**src/rtl/axi_sum_accumulator.sv**
```systemverilog
// axi_sum_accumulator: sums LEN consecutive 16-bit input beats into one saturating ACC_W-bit total
// and presents it with an overflow flag on a valid/ready output.
module axi_sum_accumulator #(
    parameter int LEN   = 4,
    parameter int ACC_W = 24
) (
    input  logic             clk,
    input  logic             rst,
    input  logic [15:0]      s_axis_data,
    input  logic             s_axis_valid,
    output logic             s_axis_ready,
    output logic [ACC_W-1:0] m_axis_data,
    output logic             m_axis_valid,
    input  logic             m_axis_ready,
    output logic             m_axis_ovf
);
    localparam int CW = LEN > 1 ? $clog2(LEN) : 1;

    typedef enum logic {ACCUM, OUTPUT} state_t;

    state_t           state_q, state_d;
    logic [ACC_W-1:0] acc_q, acc_d, data_q, data_d;
    logic [CW-1:0]    cnt_q, cnt_d;
    logic             ovf_q, ovf_d, movf_q, movf_d;
    logic [ACC_W:0]   sum;
    logic             carry;
    logic [ACC_W-1:0] sat;

    always_comb begin
        sum     = {1'b0, acc_q} + (ACC_W+1)'(s_axis_data);
        // an earlier saturation in this packet pins the result at full scale
        carry   = sum[ACC_W] | ovf_q;
        sat     = carry ? '1 : sum[ACC_W-1:0];
        state_d = state_q;
        acc_d   = acc_q;
        cnt_d   = cnt_q;
        ovf_d   = ovf_q;
        data_d  = data_q;
        movf_d  = movf_q;
        case (state_q)
            ACCUM: if (s_axis_valid) begin
                if (cnt_q == CW'(LEN-1)) begin
                    data_d  = sat;
                    movf_d  = carry;
                    state_d = OUTPUT;
                end else begin
                    acc_d = sat;
                    cnt_d = cnt_q + 1'b1;
                    ovf_d = carry;
                end
            end
            OUTPUT: if (m_axis_ready) begin
                state_d = ACCUM;
                acc_d   = '0;
                cnt_d   = '0;
                ovf_d   = 1'b0;
            end
            default: state_d = ACCUM;
        endcase
    end

    always_ff @(posedge clk or posedge rst) begin
        if (rst) begin
            state_q <= ACCUM;
            acc_q   <= '0;
            cnt_q   <= '0;
            ovf_q   <= 1'b0;
            data_q  <= '0;
            movf_q  <= 1'b0;
        end else begin
            state_q <= state_d;
            acc_q   <= acc_d;
            cnt_q   <= cnt_d;
            ovf_q   <= ovf_d;
            data_q  <= data_d;
            movf_q  <= movf_d;
        end
    end

    assign s_axis_ready = state_q == ACCUM;
    assign m_axis_valid = state_q == OUTPUT;
    assign m_axis_data  = data_q;
    assign m_axis_ovf   = movf_q;
endmodule

```
**config.mk**
```make
export PLATFORM = sky130hd
export DESIGN_NAME = axi_sum_accumulator
export DESIGN_NICKNAME = d
export VERILOG_FILES = /design/src/rtl/axi_sum_accumulator.sv
export SDC_FILE = /design/constraint.sdc
export NUM_CORES = 1
export LEC_CHECK = 0
export ABC_CLOCK_PERIOD_IN_PS = 3100
export CAP_MARGIN = 20
export CORE_MARGIN = 2
export CORE_UTILIZATION = 50
export DETAILED_ROUTE_END_ITERATION = 8
export GPL_TIMING_DRIVEN = 0
export PLACE_DENSITY = 0.81
export SLEW_MARGIN = 10
export SYNTH_ARGS = -nofsm -noshare
export SYNTH_HDL_FRONTEND = slang
export SYNTH_SLANG_ARGS = --single-unit
export TNS_END_PERCENT = 1
```
**constraint.sdc**
```tcl
create_clock -name clk -period 3.1 [get_ports clk]
set_input_delay 0.93 -clock clk [delete_from_list [all_inputs] [get_ports clk]]
set_output_delay 0.93 -clock clk [all_outputs]
set_load 0.02 [all_outputs]
```
# Word level (Yosys, flattened, before mapping)
# Index checks and enable logic that the tools add are counted.
# Widths: inputs -> output; s select.
classes:
  n_addsub: 2
  n_eq_ne: 4
  mux: 17
  bitwise: 2
  n_reduce_logical: 2
op_table:
  columns: ["op", "count"]
  rows:
  - ["$mux 24", 4]
  - ["$pmux 24 s2", 1]
  - ["$add 24x16->25", 1]
  - ["$mux 1", 6]
  - ["$mux 2", 3]
  - ["$ne 2x2->1 const B", 3]
  - ["$reduce_and 3->1", 2]
  - ["$pmux 1 s2", 2]
  - ["$pmux 2 s2", 1]
  - ["$add 2x1->2 const B", 1]
  - ["$eq 2x2->1 const B", 1]
  - ["$not 1->1", 1]
  - ["$or 1x1->1", 1]
word_totals:
  ff_bits: 53
  out_inout_bits: 27
  elab_cells: 33

# Logic depth before layout (Yosys ltp)
logic_depth:
  ltp_word: 6
  ltp_mapped: 10
  ltp_nobuf: 10

# Least setup slack after synthesis
# No wires, ideal clock.
synth_path:
  kind: "input -> register"
  startpoint: "input s_axis_data[0]"
  endpoint: "register acc_q[19]"
  setup_ps: 123
  t_arrival_ps: 2926
  required_ps: 2977
  slack_ps: 51
  path_stages: 10
  n_path_buf: 1
  cell_sequence: "ha_1 > fa_1 > a211oi_1 > o211ai_2 > a21oi_2 > o21bai_4 > a21oi_2 > buf_6 > a21oi_1 > o221a_1"
synth_via:
  elab_chain_cells: 6
synth_rtl:
  columns: ["item", "line_no", "rtl"]
  rows:
  - ["start, declared", "9", "input logic [15:0] s_axis_data,"]
  - ["$add 24x16->25 (*)", "30", "sum = {1'b0, acc_q} + (ACC_W+1)'(s_axis_data);"]
  - ["$or 1x1->1", "32", "carry = sum[ACC_W] | ovf_q;"]
  - ["$mux 24 (*)", "33", "sat = carry ? '1 : sum[ACC_W-1:0];"]
  - ["$mux 24 (*)", "42", "if (cnt_q == CW'(LEN-1)) begin"]
  - ["$mux 24 (*)", "41", "ACCUM: if (s_axis_valid) begin"]
  - ["$pmux 24 s2 (*)", "40", "case (state_q)"]
  - ["end signal, assigned", "65", "acc_q <= '0;"]
  - ["end signal, assigned", "72", "acc_q <= acc_d;"]
  - ["end, declared", "22", "logic [ACC_W-1:0] acc_q, acc_d, data_q, data_d;"]
# Every way passes the cells marked *; elsewhere a longest branch is shown, timed or not. The select of a mux whose other input is x is not followed.
# A chain may end at the register's enable or synchronous reset.

# Worst setup path in the final report
layout_path:
  startpoint: "input s_axis_data[2]"
  endpoint: "register acc_q[21]"
# Same word-level chain as after synthesis.

==> out/summary.md <==
### Pwr
* 0.466 mV — worst IR drop on VDD
* 4100 µW — Pwr Total
* 43.6% — switching share of total power
* 1790 µW — Switch Pwr
* 60.4% — Comb power frac
* 0.00170 µW — leakage power of the design
* 29.8% — fraction of power consumed by sequential logic
* 1030 nW/µm² — power density of the placed cells
* 2310 µW — cell-internal power
* 9.8% — clock share of power

### Die
* 6790 µm² — area enclosed by the die boundary
* 5920 µm² — total core area
* 82.4 µm — height of the chip
* 47 — I/O pin cnt
* 82.4 µm — die width
* 28 — num rows
* 51.9% — effective utilization at floorplan

### Run
* 0 — Maximum Capacitance Violations

### GRT
* 12,600 µm — first-pass GRT wire length
* 0 — number of antenna violations at the first check in global routing
* 29 — pin count of the biggest net entering global routing
* 24.4% — overall fraction of global-route tracks in use
* 2,671 — vias in the first global route
* 0 — remaining global-route overflow

### Timing
* 3.04 ns — Tmin final
* 0 ns — total negative slack for setup checks
* 0 — final hold vios
* 0 — number of endpoints failing setup at the final stage
* 0.746 ns — Slew @ Worst Pin
* 0.00673 ns — Worst Clk Skew
* 50.2% — worst max-slew margin expressed relative to the limit
* 97.9% — final worst path period share
* 0.329 GHz — fmax
* 0 — Slew Viols, Final

### Synthesis
* 43.2% — portion of the post-synthesis area used by sequential elements
* 326 — Cells after Synth
* 53 — flip-flop and latch count after synthesis
* 0 — Synthesis Warnings
* sky130_fd_sc_hd__dfrtp_1 — most instantiated library cell after synthesis
* sky130_fd_sc_hd__dfrtp_1 (53), sky130_fd_sc_hd__o21ai_0 (34), sky130_fd_sc_hd__nor2_1 (28), sky130_fd_sc_hd__nand2_1 (26), sky130_fd_sc_hd__a21oi_1 (22) — most used standard cells in the synthesized netlist
* sky130_fd_sc_hd__dfrtp_1 — library cell occupying the most area in the post-synthesis netlist
* sky130_fd_sc_hd__dfrtp_1 — Most used DFF post-synth
* 43.2% — fraction of post-synthesis cell area in the top cell type by area
* 364 — total nets after synthesis
* 0 — number of synthesized flops with an enable pin
* 52 — unique cell type count in the Yosys netlist
* sky130_fd_sc_hd__dfrtp_1 (43%), sky130_fd_sc_hd__ha_1 (6.9%), sky130_fd_sc_hd__o21ai_0 (5.5%), sky130_fd_sc_hd__a21oi_1 (3.6%), sky130_fd_sc_hd__nor2_1 (3.4%) — cells taking the most area after synthesis
* 100% — Async S/R FF share, synth
* 9.42 µm² — average footprint of a synthesized cell
* 3070 µm² — Syn Std Cell Area

### Route
* 17.0 µm — detail-routed net length per standard cell
* 2,798 — routed via count
* 0 — number of antenna-violating nets in the routed design
* 0 — remaining routing DRC violations
* 7900 µm — Total Routed Length
* 5 — First-pass DRT Iterations
* 6.00 — vias per inst
* 218 — Detailed Route Iter0 Violations

### CTS
* 0.09 ns — clock-pin slew of the registers on the worst-case setup and hold paths
* sky130_fd_sc_hd__clkbuf_8 — clock root buffer master
* yes — TritonCTS clock tree
* 5 — CTS Buf Count
* 53 — total clock sinks
* 2 — number of buffers between clock root and the deepest sink
* 0.31 ns — clock latency on the worst-skew pair
* 2 — H-tree level count

### Setup path
* in2reg — Setup CP Type
* 5 — critical path fanouts, max
* 3.28 ns — Arrival @ worst endpoint
* flop — type of element capturing the critical path
* input pin — element type at the critical path start
* 3.34 ns — Worst Path Required

### Cells and area
* 3970 µm² — final design instance area without fill
* 29.3% — relative area change from synthesis to final layout
* 466 — Layout Cells excl Fill
* 16.9% — share of post-route cells with drive strength above 1
* 458 — final-layout fill cell count
* 0 — antenna cells
* 429 — count of nets after finishing
* 1790 µm² — area occupied by multi-input gates
* 1330 µm² — sequential cell area in the final layout

### Placed design
* 0.924 — placer congestion estimate
* 46 — count of buffers inserted at the top-level ports
* 448 — count of placed standard cells including taps
* 5370 µm — HPWL after DPL
* 3650 µm² — Area after DPL

### Outcome
* completed — run status

### Hold path
* reg2reg — min-delay worst type

path summary, 6_finish.rpt:
path | startpoint | endpoint | slack, ns | cells after the start
setup reg to reg | acc_q[0]$_DFFE_PP0P_ | acc_q[19]$_DFFE_PP0P_ | 0.53 | 10
hold reg to reg | m_axis_data[7]$_DFFE_PP0P_ | m_axis_data[7]$_DFFE_PP0P_ | 0.49 | 2
max in group asynchronous | rst | acc_q[9]$_DFFE_PP0P_ | 1.57 | 3
setup / recovery | s_axis_data[2] | acc_q[21]$_DFFE_PP0P_ | 0.06 | 9
min in group asynchronous | rst | m_axis_valid$_DFF_PP0_ | 0.99 | 2
hold / removal | m_axis_data[7]$_DFFE_PP0P_ | m_axis_data[7]$_DFFE_PP0P_ | 0.49 | 2
placed cells by master, fill, tap and decap left out, types with 4 or more instances in the layout:
cell                              count
sky130_fd_sc_hd__a21o_1               7
sky130_fd_sc_hd__a21oi_1             21
sky130_fd_sc_hd__a21oi_2              5
sky130_fd_sc_hd__and3_1               4
sky130_fd_sc_hd__buf_4               10
sky130_fd_sc_hd__clkbuf_1            10
sky130_fd_sc_hd__clkbuf_8             7
sky130_fd_sc_hd__clkdlybuf4s50_1     43
sky130_fd_sc_hd__dfrtp_1             53
sky130_fd_sc_hd__ha_1                 7
sky130_fd_sc_hd__ha_2                 5
sky130_fd_sc_hd__ha_4                 5
sky130_fd_sc_hd__inv_1                7
sky130_fd_sc_hd__nand2_1             25
sky130_fd_sc_hd__nand3_1             19
sky130_fd_sc_hd__nor2_1              21
sky130_fd_sc_hd__nor2_2               7
sky130_fd_sc_hd__nor3_1               4
sky130_fd_sc_hd__o21a_1               6
sky130_fd_sc_hd__o21ai_0             33
sky130_fd_sc_hd__o21ai_1             10
sky130_fd_sc_hd__o22a_1               6
sky130_fd_sc_hd__xnor2_1             12
sky130_fd_sc_hd__xor2_1               7
cell families after synthesis:
logic type	Yosys count	share of synthesized area (%)
adder cells (fa/ha/maj)	18	7.58
flip-flops	53	43.2
XOR/XNOR	19	5.42
buffers and inverters	22	3.34
AND/OR/NAND/NOR	96	14.8
AO/OA/AOI/OAI	117	25.4
multiplexers	1	0.326
registers in the layout, indices dropped and copies added, names as in the netlist:
| register | cells |
|---|---|
| m_axis_valid | 1 |
| acc_q | 24 |
| cnt_q | 2 |
| m_axis_ovf | 1 |
| ovf_q | 1 |
| m_axis_data | 24 |
what timing repair did:
item	CTS	global route
hold buffers	0	0
setup endpoints to repair	47	40
pin swaps	14	15
resized for setup	19	18
cloned	0	0
setup buffers	10	1
layout make-up:
| type | count | area share, % |
|---|---|---|
| tap | 75 | 2.36 |
| timing repair buffer | 58 | 14.4 |
| buffer | 14 | 1.98 |
| multi-input combinational | 251 | 45.0 |
| clock buffer | 7 | 2.17 |
| inverter | 8 | 0.756 |
| sequential | 53 | 33.4 |
metal layers:
layer	GRT usage, %	vias up	routed length [µm]
met5	0	-	0
met3	4.35	15	488
met1	33.0	1368	3400
met2	39.7	107	3870
li1	-	1308	-
met4	8.00	0	142
worst max-delay path, stage by stage:
cell and delay (ns):
sky130_fd_sc_hd__clkdlybuf4s50_1 0.46, sky130_fd_sc_hd__ha_4 0.33, sky130_fd_sc_hd__nand4b_1 0.19, sky130_fd_sc_hd__a21oi_2 0.25
sky130_fd_sc_hd__o211ai_2 0.15, sky130_fd_sc_hd__a211oi_4 0.35, sky130_fd_sc_hd__o211ai_1 0.25, sky130_fd_sc_hd__a21o_1 0.24
sky130_fd_sc_hd__a21oi_1 0.13
stage by stage:
step / setup WS (ns) / hold WS, ns / util, %
4_1_cts: -0.0329 / 0.490 / 65.4
5_1_grt: -0.00326 / 0.515 / 67.1
2_1_floorplan: 0.0509 / 0.467 / -
3_3_place_gp: -0.662 / 0.466 / 61.2
6_report: 0.0637 / 0.487 / 67.1
3_5_place_dp: -0.715 / 0.470 / 61.6
power groups by stage:
stage / Combinational, µW / Sequential (µW) / Clock (µW)
after CTS: 2340 / 1200 / 407
after floorplan: 1360 / 1370 / 0
after global placement: 2150 / 1200 / 0
after detailed placement: 2220 / 1220 / 0
final: 2480 / 1220 / 403
after global routing: 2710 / 1260 / 429
No activity file was read; power rests on OpenSTA's default activity.
